### config.mk
export PLATFORM = sky130hd
export DESIGN_NAME = qspi_flash_responder_flat
export DESIGN_NICKNAME = d
export VERILOG_FILES = /design/src/rtl/qspi_flash_responder_if.sv /design/src/rtl/qspi_flash_responder.sv /design/src/flat_wrapper.sv
export SDC_FILE = /design/constraint.sdc
export NUM_CORES = 1
export LEC_CHECK = 0
export ABC_AREA = 1
export ABC_CLOCK_PERIOD_IN_PS = 4100
export BUFFER_PORTS_ARGS = -buffer_cell sky130_fd_sc_hd__buf_2
export CORE_MARGIN = 5
export CORE_UTILIZATION = 55
export DETAILED_ROUTE_END_ITERATION = 6
export PLACE_DENSITY = 0.78
export SLEW_MARGIN = 20
export SYNTH_ARGS = -nofsm -noshare
export SYNTH_HDL_FRONTEND = slang
export SYNTH_SLANG_ARGS = --single-unit
### constraint.sdc
create_clock -name h_clk -period 4.1 [get_ports h_clk]
set_input_delay 0.205 -clock h_clk [delete_from_list [all_inputs] [get_ports h_clk]]
set_output_delay 0.205 -clock h_clk [all_outputs]
set_load 0.01 [all_outputs]
### src/rtl/qspi_flash_responder_if.sv
// QSPI pad and backing-memory signals between the responder and its environment.
interface qspi_flash_responder_if #(
   parameter int unsigned MEM_AW = 32
);
   logic              sclk_in;
   logic              cs_n_in;
   logic [3:0]        io_in;
   logic [3:0]        io_out;
   logic [3:0]        io_oe;
   logic              mem_rd_en;
   logic [MEM_AW-1:0] mem_addr;
   logic [31:0]       mem_rdata;

   // Initiator side: drives the QSPI pads and answers memory reads.
   modport master (
      output sclk_in, cs_n_in, io_in, mem_rdata,
      input  io_out, io_oe, mem_rd_en, mem_addr
   );

   // Responder side.
   modport slave (
      input  sclk_in, cs_n_in, io_in, mem_rdata,
      output io_out, io_oe, mem_rd_en, mem_addr
   );
endinterface

### src/rtl/qspi_flash_responder.sv
// QSPI flash target: oversamples the pads on h_clk, decodes read commands and
// streams words from a backing memory out on 1 or 4 IO lines.
module qspi_flash_responder #(
   parameter int unsigned DUMMY_CYCLES = 6,
   parameter int unsigned MEM_AW       = 32
) (
   input  logic                   h_clk,
   input  logic                   h_rst,
   qspi_flash_responder_if.slave  bus,
   output logic                   addr_4b_mode,
   output logic                   busy,
   output logic                   cmd_err
);

   localparam int unsigned CW = 8;

   typedef enum logic [2:0] {
      ST_IDLE, ST_CMD, ST_ADDR, ST_DUMMY, ST_DATA, ST_IGNORE
   } state_t;

   state_t            state_q, state_d;
   logic [1:0]        sclk_sync_q, cs_sync_q;
   logic [3:0]        io_sync0_q, io_sync1_q;
   logic              sclk_prev_q;
   logic              sclk_s, cs_s, rise, fall;
   logic [3:0]        io_s;

   logic [CW-1:0]     cnt_q, cnt_d;
   logic [31:0]       shift_q, shift_d;
   logic              quad_q, quad_d, four_q, four_d;
   logic [31:0]       sr_q, sr_d, nxt_q, nxt_d;
   logic              word_done_q, word_done_d;
   logic [MEM_AW-1:0] word_addr_q, word_addr_d;
   logic              dest_sr_q, dest_sr_d;
   logic              rd_d1_q, rd_d1_d;
   logic [3:0]        io_out_q, io_out_d, io_oe_q, io_oe_d;
   logic              rd_en_q, rd_en_d;
   logic [MEM_AW-1:0] mem_addr_q, mem_addr_d;
   logic              addr_4b_q, addr_4b_d;
   logic              busy_q, busy_d, cmd_err_q, cmd_err_d;

   logic [7:0]        opc;
   logic [31:0]       addr_next, src;
   logic [MEM_AW-1:0] addr_word;
   logic [CW-1:0]     addr_last;
   logic              word_last;

   assign sclk_s = sclk_sync_q[1];
   assign cs_s   = cs_sync_q[1];
   assign io_s   = io_sync1_q;
   assign rise   = sclk_s & ~sclk_prev_q;
   assign fall   = ~sclk_s & sclk_prev_q;

   // Pad synchronisers, all with the same two-flop latency.
   always_ff @(posedge h_clk) begin
      if (h_rst) begin
         sclk_sync_q <= 2'b00;
         cs_sync_q   <= 2'b11;
         io_sync0_q  <= 4'h0;
         io_sync1_q  <= 4'h0;
         sclk_prev_q <= 1'b0;
      end else begin
         sclk_sync_q <= {sclk_sync_q[0], bus.sclk_in};
         cs_sync_q   <= {cs_sync_q[0], bus.cs_n_in};
         io_sync0_q  <= bus.io_in;
         io_sync1_q  <= io_sync0_q;
         sclk_prev_q <= sclk_s;
      end
   end

   // State and datapath registers.
   always_ff @(posedge h_clk) begin
      if (h_rst) begin
         state_q     <= ST_IDLE;
         cnt_q       <= '0;
         shift_q     <= '0;
         quad_q      <= 1'b0;
         four_q      <= 1'b0;
         sr_q        <= '0;
         nxt_q       <= '0;
         word_done_q <= 1'b0;
         word_addr_q <= '0;
         dest_sr_q   <= 1'b0;
         rd_d1_q     <= 1'b0;
         io_out_q    <= 4'h0;
         io_oe_q     <= 4'h0;
         rd_en_q     <= 1'b0;
         mem_addr_q  <= '0;
         addr_4b_q   <= 1'b0;
         busy_q      <= 1'b0;
         cmd_err_q   <= 1'b0;
      end else begin
         state_q     <= state_d;
         cnt_q       <= cnt_d;
         shift_q     <= shift_d;
         quad_q      <= quad_d;
         four_q      <= four_d;
         sr_q        <= sr_d;
         nxt_q       <= nxt_d;
         word_done_q <= word_done_d;
         word_addr_q <= word_addr_d;
         dest_sr_q   <= dest_sr_d;
         rd_d1_q     <= rd_d1_d;
         io_out_q    <= io_out_d;
         io_oe_q     <= io_oe_d;
         rd_en_q     <= rd_en_d;
         mem_addr_q  <= mem_addr_d;
         addr_4b_q   <= addr_4b_d;
         busy_q      <= busy_d;
         cmd_err_q   <= cmd_err_d;
      end
   end

   // Next-state, fetch and pad-drive logic.
   always_comb begin
      state_d     = state_q;
      cnt_d       = cnt_q;
      shift_d     = shift_q;
      quad_d      = quad_q;
      four_d      = four_q;
      sr_d        = sr_q;
      nxt_d       = nxt_q;
      word_done_d = word_done_q;
      word_addr_d = word_addr_q;
      dest_sr_d   = dest_sr_q;
      rd_d1_d     = rd_en_q;
      io_out_d    = io_out_q;
      io_oe_d     = io_oe_q;
      rd_en_d     = 1'b0;
      mem_addr_d  = mem_addr_q;
      addr_4b_d   = addr_4b_q;
      cmd_err_d   = 1'b0;
      opc         = {shift_q[6:0], io_s[0]};
      addr_next   = quad_q ? {shift_q[27:0], io_s} : {shift_q[30:0], io_s[0]};
      addr_word   = MEM_AW'(addr_next) & ~MEM_AW'(3);
      addr_last   = quad_q ? (four_q ? CW'(7) : CW'(5)) : (four_q ? CW'(31) : CW'(23));
      src         = word_done_q ? nxt_q : sr_q;
      word_last   = quad_q ? (cnt_q == CW'(7)) : (cnt_q == CW'(31));

      // Memory data arrives one cycle after the strobe.
      if (rd_d1_q) begin
         if (dest_sr_q) sr_d = bus.mem_rdata;
         else           nxt_d = bus.mem_rdata;
      end

      case (state_q)
         ST_IDLE: begin
            if (!cs_s) begin
               state_d = ST_CMD;
               cnt_d   = '0;
               shift_d = '0;
            end
         end
         ST_CMD: begin
            if (rise) begin
               shift_d = {shift_q[30:0], io_s[0]};
               cnt_d   = cnt_q + CW'(1);
               if (cnt_q == CW'(7)) begin
                  cnt_d   = '0;
                  shift_d = '0;
                  state_d = ST_ADDR;
                  case (opc)
                     8'h03: begin quad_d = 1'b0; four_d = addr_4b_q; end
                     8'h13: begin quad_d = 1'b0; four_d = 1'b1;      end
                     8'hEB: begin quad_d = 1'b1; four_d = addr_4b_q; end
                     8'hEC: begin quad_d = 1'b1; four_d = 1'b1;      end
                     8'hB7: begin addr_4b_d = 1'b1; state_d = ST_IGNORE; end
                     default: begin cmd_err_d = 1'b1; state_d = ST_IGNORE; end
                  endcase
               end
            end
         end
         ST_ADDR: begin
            if (rise) begin
               shift_d = addr_next;
               cnt_d   = cnt_q + CW'(1);
               if (cnt_q == addr_last) begin
                  cnt_d       = '0;
                  rd_en_d     = 1'b1;
                  dest_sr_d   = 1'b1;
                  mem_addr_d  = addr_word;
                  word_addr_d = addr_word;
                  word_done_d = 1'b0;
                  state_d     = (quad_q && DUMMY_CYCLES != 0) ? ST_DUMMY : ST_DATA;
               end
            end
         end
         ST_DUMMY: begin
            if (rise) begin
               cnt_d = cnt_q + CW'(1);
               if (cnt_q == CW'(DUMMY_CYCLES - 1)) begin
                  cnt_d   = '0;
                  state_d = ST_DATA;
               end
            end
         end
         ST_DATA: begin
            if (fall) begin
               if (quad_q) begin
                  io_out_d = src[31:28];
                  io_oe_d  = 4'b1111;
                  sr_d     = {src[27:0], 4'h0};
               end else begin
                  io_out_d = {2'b00, src[31], 1'b0};
                  io_oe_d  = 4'b0010;
                  sr_d     = {src[30:0], 1'b0};
               end
               // Prefetch the following word as soon as this one starts.
               if (cnt_q == '0) begin
                  rd_en_d     = 1'b1;
                  dest_sr_d   = 1'b0;
                  word_addr_d = word_addr_q + MEM_AW'(4);
                  mem_addr_d  = word_addr_q + MEM_AW'(4);
               end
               cnt_d       = word_last ? '0 : cnt_q + CW'(1);
               word_done_d = word_last;
            end
         end
         ST_IGNORE: begin
         end
         default: state_d = ST_IDLE;
      endcase

      // Deselect wins over everything, including a coincident sclk edge.
      if (cs_s) begin
         state_d     = ST_IDLE;
         cnt_d       = '0;
         io_oe_d     = 4'h0;
         rd_en_d     = 1'b0;
         rd_d1_d     = 1'b0;
         word_done_d = 1'b0;
         sr_d        = sr_q;
         nxt_d       = nxt_q;
         cmd_err_d   = 1'b0;
      end

      busy_d = (state_d != ST_IDLE);
   end

   assign bus.io_out    = io_out_q;
   assign bus.io_oe     = io_oe_q;
   assign bus.mem_rd_en = rd_en_q;
   assign bus.mem_addr  = mem_addr_q;
   assign addr_4b_mode  = addr_4b_q;
   assign busy          = busy_q;
   assign cmd_err       = cmd_err_q;

endmodule

### src/flat_wrapper.sv
// flat-port wrapper written by rule: the top's interface ports become plain ports
module qspi_flash_responder_flat 
#(
   parameter int unsigned DUMMY_CYCLES = 6,
   parameter int unsigned MEM_AW       = 32
)
  (h_clk, h_rst, addr_4b_mode, busy, cmd_err, bus_sclk_in, bus_cs_n_in, bus_io_in, bus_mem_rdata, bus_io_out, bus_io_oe, bus_mem_rd_en, bus_mem_addr);
  qspi_flash_responder_if #(.MEM_AW(MEM_AW)) bus_i ();
  input  logic h_clk;
  input  logic h_rst;
  output logic addr_4b_mode;
  output logic busy;
  output logic cmd_err;
  input wire logic [$bits(bus_i.sclk_in)-1:0] bus_sclk_in;
  input wire logic [$bits(bus_i.cs_n_in)-1:0] bus_cs_n_in;
  input wire logic [$bits(bus_i.io_in)-1:0] bus_io_in;
  input wire logic [$bits(bus_i.mem_rdata)-1:0] bus_mem_rdata;
  output wire logic [$bits(bus_i.io_out)-1:0] bus_io_out;
  output wire logic [$bits(bus_i.io_oe)-1:0] bus_io_oe;
  output wire logic [$bits(bus_i.mem_rd_en)-1:0] bus_mem_rd_en;
  output wire logic [$bits(bus_i.mem_addr)-1:0] bus_mem_addr;
  assign bus_i.sclk_in = bus_sclk_in;
  assign bus_i.cs_n_in = bus_cs_n_in;
  assign bus_i.io_in = bus_io_in;
  assign bus_i.mem_rdata = bus_mem_rdata;
  assign bus_io_out = bus_i.io_out;
  assign bus_io_oe = bus_i.io_oe;
  assign bus_mem_rd_en = bus_i.mem_rd_en;
  assign bus_mem_addr = bus_i.mem_addr;
  qspi_flash_responder #(.DUMMY_CYCLES(DUMMY_CYCLES), .MEM_AW(MEM_AW)) u_core (.h_clk(h_clk), .h_rst(h_rst), .bus(bus_i), .addr_4b_mode(addr_4b_mode), .busy(busy), .cmd_err(cmd_err));
endmodule
Yosys cells after proc, flatten, opt, wreduce, memory -nomap -nowiden

Cells that the tools add are included.

Bits in registers: 168
Latch bits: 0
Bits in writable memories: 0
ROM bits: 0
Bits of input ports: 40
Memories kept: 0

Add/subtract/negate cells: 2
$mul: 0
Div/mod/pow operators: 0
Magnitude comparators: 0
Equal/unequal tests: 21
Shift-type cells: 0
Muxes and demuxes: 59
Bitwise operators: 9
Reduce and logical (&&, ||, !) cells: 26

Operators by type and width:

| operator                                                              | count |
|---|---|
| 32-bit 2-to-1 mux                                                     | 11 |
| 31-bit 2-to-1 mux                                                     | 4 |
| 31-bit one-hot mux with 3 select lines                                | 1 |
| 8-bit 2-to-1 mux                                                      | 9 |
| 32-bit one-hot mux with 2 select lines                                | 1 |
| 8-bit one-hot mux with 5 select lines                                 | 1 |
| 32-bit by 3-bit adder with 32-bit output, second input constant       | 1 |
| 3-bit 2-to-1 mux                                                      | 9 |
| 8-bit equality test, second input constant                            | 3 |
| 4-bit AND reduction                                                   | 5 |
| 8-bit by 3-bit equality test with 1-bit output, second input constant | 2 |
| 8-bit by 5-bit equality test with 1-bit output, second input constant | 2 |
| 3-bit one-hot mux with 5 select lines                                 | 1 |
| 1-bit 2-to-1 mux                                                      | 13 |
| 4-bit 2-to-1 mux                                                      | 3 |
| 2-bit by 1-bit != test with 1-bit output, second input constant       | 6 |
| 2-bit OR reduction                                                    | 6 |
| 1-bit one-hot mux with 2 select lines                                 | 5 |
| 5-bit AND reduction                                                   | 2 |
| 5-bit OR reduction                                                    | 2 |
| 8-bit by 1-bit adder with 8-bit output, second input constant         | 1 |
| 8-bit by 2-bit equality test with 1-bit output, second input constant | 1 |
| 8-bit equality test                                                   | 1 |
| 8-bit logical NOT                                                     | 1 |
| other kinds (14)                                                      | 26 |

Longest topological paths before layout

Gate-level depths: netlist of the first run.

Depth after elaboration: 8
Gate-level depth with buffers: 13
Gate-level depth less buffers: 12

Worst setup path after synthesis of the first run

No wires, ideal clock.

Path type: register to register
Start point: register u_core.word_addr_q[2]
End point: register u_core.word_addr_q[22]
Setup time: 117 ps
Arrival time: 1,445 ps
Data required time: 3,983 ps
Path slack: 2,539 ps
Cell stages (with the launch flop): 11
Buffers on the path: 0
Period minus slack after synthesis: 1,561 ps
Cell sequence: dfxtp_1 ha_1 nand2_1 inv_1 nand3_1 nor2_1 nand2_1 nor3_1 nand2_1 o211ai_1 nor2_1

Cells in the longest elaborated chain, start to end: 4

Ends and longest elaborated chain:

| element                                  | RTL line                    | text |
|---|---|---|
| start: declaration                       | qspi_flash_responder.sv:33  | `logic [MEM_AW-1:0] word_addr_q, word_addr_d;` |
| start signal: assignment                 | qspi_flash_responder.sv:101 | `word_addr_q <= word_addr_d;` |
| 32-bit by 3-bit adder with 32-bit output | qspi_flash_responder.sv:212 | `word_addr_d = word_addr_q + MEM_AW'(4);` |
| 32-bit 2-to-1 mux                        | qspi_flash_responder.sv:209 | `if (cnt_q == '0) begin` |
| 32-bit 2-to-1 mux                        | qspi_flash_responder.sv:198 | `if (fall) begin` |
| 32-bit one-hot mux with 2 select lines   | qspi_flash_responder.sv:146 | `case (state_q)` |

No other way between the ends. The select of a mux whose other input is x is not followed.
A chain may end at the register's enable or synchronous reset.

Final worst setup path of the first run

Start point: register u_core.state_q[0]
End point: register u_core.word_addr_q[24]

Cells in the longest elaborated chain, start to end: 3
Elaborated cells between the ends (all ways): 9
Those cells by class: 6 x eq/ne; 1 x mux; 2 x reduce/logical

Ends and longest elaborated chain:

| element                                                                                         | RTL line                    | text |
|---|---|---|
| start: declaration                                                                              | qspi_flash_responder.sv:21  | `state_t state_q, state_d;` |
| start signal: assignment                                                                        | qspi_flash_responder.sv:93  | `state_q <= state_d;` |
| 3-bit equality test / 3-bit by 2-bit equality test with 1-bit output (equally long branches)    | qspi_flash_responder.sv:146 |  |
| 2-bit by 1-bit != test with 1-bit output (no line) / 2-bit nonzero test (equally long branches) | -                           |  |
| 5-bit AND reduction (no line)                                                                   | -                           |  |

Several ways; a longest one is shown, not always the timed one.

==> impl_metrics.toml, run 1 <==
[synth]
synth.distinct_cells = 47
synth_xor_area_frac = 0.01080
synthMuxAreaShare = 0.02582
ys_async_sr_fraction = 0
synth_edf_count = 0
avgSynthCellArea_um2 = 6.828
synth_top_area_cell = "dfxtp_1"
synth_compound_area_frac = 0.2293
yosysWarnings = 0
synth-seq-area-share = 0.3682
ys.flop_type = "dfxtp_1"
ys_seq_elements = 164
synth_area_leaders = "dfxtp_1, nand2_1, o21ai_0, nor2_1, a21oi_1"
synth_adder_area_share = 0.005612
netlist_area_mm2 = 0.008917
synth-simple-area-share = 0.2639
synth.most_common_cell = "nand2_1"
ys_top_cells_by_count = "nand2_1, nor2_1, dfxtp_1"
synth_cells = 1306
synth_top_family_by_area = "simple AND/OR/NAND/NOR gates"
synth_top_area_share = 0.3682

[clock_network]
clkTransAtPathRegs_ns = 0.07
tritoncts = "built"
cts_max_level = 4
cts_buffers = 17
root_buffer = "clkbuf_16"
cts.sinks = 164
cts_setup_buffers = 0
clk_latency_ns = 0.43
cts_buffer_depth = 2

[worst_hold_path]
min_from = "bus_mem_rdata[12]"
worst_hold_path.endpoint = "u_core.nxt_q[12]"
whs_path_depth = 3
min_path_type = "in2reg"

[run_status]
status = "complete, no violations"

[critical_path]
r2r-end = "u_core.word_addr_q[24]"
r2r_start = "u_core.state_q[0]"
startpoint_type = "register"
required_ns = 4.38
reg2reg_slack_ns = 1.61
rr_worst_depth = 8
critPathKind = "reg2reg"
cp_max_fo = 22
crit_path_start = "u_core.state_q[0]"
end_kind = "register"
crit_arrival_ns = 2.76

[placed_design]
port-buffer-count = 81
hpwl_um = 16030
gp_congestion = 0.9297
place_area_mm2 = 0.009218

[global_route]
grt_use_total = 0.2580
grt_max_degree = 87
grt_antenna_before_repair = 0
grt_pass1_wl_um = 39590
grt_pass1_vias = 8115
grt-ovfl-total = 0

[floorplanning]
start_util = 0.5614
die_area_mm2 = 0.01886
core_mm2 = 0.01589
chipHeight_um = 137.3
io_pins = 84
die_w_um = 137.3
rows = 46

[drt]
drt_iter0_drc = 1085
ant_nets = 0
dr.pass1.iters = 5
drc = 0
num_vias = 9047
vias_per_cell = 5.773
wl_per_cell_um = 15.59
wirelength_um = 24420

[finish]
drive_above_1_share = 0.1229
final_cell_area_mm2 = 0.009838
area_growth_pct = 10.33
nNetsFinal = 1382
n_antenna_cell = 0

[sta]
skew_ns = 0.009094
timing.final.crit_share = 0.6065
setup_viol = 0
slew_viol_final = 0
finalSetupTns_ns = 0
timing.fmax_mhz = 402.2
tightest_slew_ns = 1.048
slew_headroom = 0.3006
whs_ns = 0.03966
hold_viol_final = 0
rsz0062_at_grt = "false"
min_period_ns = 2.487

[run]
cap_violations = 0

[power]
p_int_mw = 2.521
ir_worst_vdd_mv = 0.2572
pwr-share-clk = 0.457
p_comb_frac = 0.053
power.leakage_nw = 3.766
netSwitchingPower_uw = 827.9
power_mw = 3.349
powerDensity_mw_per_mm2 = 340.4
pwr-share-seq = 0.490
sw_frac_of_total = 0.2472
==> cell type report <==
class | instances | area (um2)
Fill cell | 1470 | 6047
Multi-Input combinational cell | 949 | 4790
Sequential cell | 164 | 3284
Timing Repair Buffer | 94 | 518.0
Clock buffer | 18 | 429.2
Inverter | 112 | 420.4
Tap cell | 216 | 270.3
Clock inverter | 14 | 126.4
==> placed cells by master, fill, tap and decap left out, types with 6 or more instances in the layout <==
cell / count
buf_4: 7
mux2i_1: 23
a221oi_1: 20
nor2_1: 169
xor2_1: 7
o21ai_0: 160
dfxtp_1: 163
nand4_1: 7
clkbuf_16: 17
nand3_1: 59
dlygate4sd3_1: 6
or2_2: 14
nand3b_1: 9
a21oi_1: 116
a221oi_2: 9
o31ai_1: 12
buf_2: 81
nand2_1: 268
o32ai_1: 12
inv_1: 102
inv_2: 9
nor3_1: 12
==> power groups by stage <==
stage / clock (mW) / sequential (mW) / combinational [mW]
after global routing: 1.62 / 1.64 / 0.195
after floorplan: 0 / 1.67 / 0.117
after global placement: 0 / 1.68 / 0.167
after CTS: 1.54 / 1.64 / 0.174
final: 1.53 / 1.64 / 0.177
after detailed placement: 0 / 1.68 / 0.168
==> worst max path at each step <==
stage,to,cells after the start
3_3_place_gp,u_core.word_addr_q[23],8
2_1_floorplan,u_core.word_addr_q[22],10
5_1_grt,u_core.word_addr_q[23],8
4_1_cts,u_core.word_addr_q[20],8
3_5_place_dp,u_core.word_addr_q[20],8
6_report,u_core.word_addr_q[24],8
==> sequential cells by signal, summed over array words and instances, names as in the netlist, 2 cells and up <==
signal / flops
u_core.bus.io_oe: 2
u_core.bus.io_out: 4
u_core.cnt_q: 8
u_core.cs_sync_q: 2
u_core.io_s: 4
u_core.io_sync0_q: 4
u_core.nxt_q: 32
u_core.sclk_sync_q: 2
u_core.shift_q: 31
u_core.sr_q: 32
u_core.state_q: 3
u_core.word_addr_q: 30
==> cell families after synthesis <==
family,count (synthesis)
adders and majority gates,4
buffers and inverters,194
DFF,164
AOI/OAI and AO/OA,352
and+or+nand+nor,557
other,1
muxes,23
xor gates and xnor gates,11
==> stage by stage <==
stage          cells    util  setup slack [ns]
2_1_floorplan   1307       -             2.539
3_3_place_gp    1529  0.5803             1.755
3_5_place_dp    1529  0.5803             1.697
4_1_cts         1567  0.6190             1.647
5_1_grt         1567  0.6193             1.433
6_report        1567  0.6193             1.613
==> layer usage <==
metal,up-vias,track usage,wire (um)
met5,-,0,0
li1,4429,-,-
met4,0,0.08038,458
met1,4186,0.3622,11190
met3,39,0.04821,1940
met2,393,0.4027,10830
==> worst max-delay path, cell delays in order (launching register included) <==
cell,delay (ns)
dfxtp_1,0.39
nor2_4,0.20
nand2_4,0.20
nor2_4,0.49
nand4_2,0.20
nand2_2,0.41
inv_1,0.25
nand2_1,0.12
a21oi_1,0.06
==> timing repair <==
item                      in CTS  in global routing
gates resized for setup        0                  0
hold endpoints to repair       6                  0
hold buffers                   6                  0
Power figures use the tool's default switching activity.
==> inputs of run 2 (changes only) <==
Settings changed: ABC_CLOCK_PERIOD_IN_PS 4100 to 2300.
Clock period 4.1 ns to 2.3 ns, I/O delays scaled along.
==> run 2 against run 1 <==
  * Fmax is 18% higher
  * Sequential share of layout area is 1.4 points lower
  * Routed wire length is 3.0% higher
  * Die area stayed put
  * Combinational power is 110% higher
  * Non-clock buffer count is 45 higher
  * Clock skew is 0.00070 ns lower
  * Largest power group unchanged
  * Worst setup slack worse by 1.4 ns
==> impl_metrics.toml, run 2 (synthesized netlist as in run 1, its figures left out) <==
[run_status]
status = "complete, no violations"

[drt]
wl_per_cell_um = 15.62
drc = 0
wirelength_um = 25160
drt_iter0_drc = 1246
vias_per_cell = 5.729
ant_nets = 0
dr.pass1.iters = 6
num_vias = 9229

[clock_network]
cts.sinks = 164
clkTransAtPathRegs_ns = 0.06
cts_buffers = 17
clk_latency_ns = 0.43
cts_max_level = 4
tritoncts = "built"
cts_resized = 0
cts_buffer_depth = 2
root_buffer = "clkbuf_16"

[global_route]
grt_max_degree = 85
grt-ovfl-total = 0
grt_antenna_before_repair = 0
grt_pass1_wl_um = 40920
grt_use_total = 0.2677
grt_pass1_vias = 8248

[critical_path]
cp_max_fo = 21
critPathKind = "reg2reg"
required_ns = 2.62
crit_arrival_ns = 2.43
crit_chain = "nor2_4 -> nand2_4 -> inv_2 -> buf_4 -> nand2_1 -> nor3_1 -> nand2_1 -> o211ai_1 -> nor2_1"
startpoint_type = "register"
end_kind = "register"
critical_path.max_stage_delay_ns = 0.38
critPathSlowestCell = "dfxtp_1"
crit_top_cell = "nand2_1"

[sta]
finalSetupTns_ns = 0
hold_viol_final = 0
tightest_slew_ns = 1.119
whs_ns = 0.01032
timing.fmax_mhz = 473.0
rsz0062_at_grt = "false"
skew_ns = 0.008394
timing.final.crit_share = 0.9192
setup_viol = 0
slew_headroom = 0.2532
slew_viol_final = 0
min_period_ns = 2.114

[finish]
area_growth_pct = 15.25
fillerInstances = 1416
n_antenna_cell = 0
layout_common_cells = "nand2_1, nor2_1, dfxtp_1"
reg_top3 = "u_core.nxt_q (32), u_core.sr_q (32), u_core.shift_q (31)"
drive_above_1_share = 0.1262
mostFrequentLayoutCell = "nand2_1"
nNetsFinal = 1427

[power]
powerDensity_mw_per_mm2 = 574.5
pwr-share-clk = 0.442
sw_frac_of_total = 0.2383
power.leakage_nw = 3.968
netSwitchingPower_mw = 1.407
ir_worst_vdd_mv = 0.5830
p_int_mw = 4.497
power_mw = 5.904
p_comb_frac = 0.062
pwr-share-seq = 0.496

[worst_hold_path]
min_path_type = "in2reg"

[floorplanning]
die_area_mm2 = 0.01886
io_pins = 84
core_mm2 = 0.01589
chipHeight_um = 137.3
start_util = 0.5614
die_w_um = 137.3
rows = 46

[placed_design]
hpwl_um = 16650
port-buffer-count = 81
gp_congestion = 1.013

[run]
cap_violations = 0
run 2: timing repair:
item,CTS,global route
hold buffers,38,0
endpoints found under the hold margin,50,0
buffers inserted,0,0
run 2: worst paths after layout:
path	cells after the start	startpoint	to	slack, ns
max	9	u_core.state_q[0]	u_core.word_addr_q[22]	0.19
min	3	bus_mem_rdata[28]	u_core.nxt_q[28]	0.01
max reg2reg	9	u_core.state_q[0]	u_core.word_addr_q[22]	0.19
min reg2reg	2	u_core.io_sync0_q[1]	u_core.io_s[1]	0.40
run 2: cell type report:
class                      instances  area [um2]  area share
timing repair buffer             139       985.9     0.09593
clock buffer                      23       478.0     0.04651
tap                              216       270.3     0.02630
clock inverter                     8       53.80    0.005235
inverter                         112       420.4     0.04091
multi-input combinational        949        4785      0.4655
sequential                       164        3284      0.3196
run 2: power groups by stage:
stage	sequential (mW)	combinational [mW]	clock, mW
after detailed placement	2.99	0.311	0
after global placement	2.99	0.309	0
after CTS	2.92	0.362	2.64
final	2.93	0.368	2.61
after floorplan	2.98	0.209	0
after global routing	2.93	0.402	2.76
run 2: metal layers:
metal,vias to the layer above,track usage,share of wire,wire [um]
met3,46,0.04127,0.088,2224
met1,4206,0.3882,0.45,11300
met2,456,0.4079,0.44,11170
met5,-,0,0,0
met4,0,0.08703,0.018,464
li1,4521,-,-,-
run 2: metrics by stage:
step / utilization / area (um2) / std cells / worst slack, ns
after floorplan: - / 8921 / 1307 / 0.7387
after global placement: 0.5896 / 9365 / 1542 / 0.3592
after detailed placement: 0.5896 / 9365 / 1542 / 0.2483
after CTS: 0.6470 / 10280 / 1611 / 0.2002
after global routing: 0.6470 / 10280 / 1611 / 0.01149
final: 0.6470 / 10280 / 1611 / 0.1857
run 2: critical path: cells and delay by family, from the launching register on:
kind,cells,cell delay [ns]
flip-flops,1,0.38
AO/OA/AOI/OAI,1,0.09
buffers and inverters,2,0.68
AND/OR/NAND/NOR,6,0.84
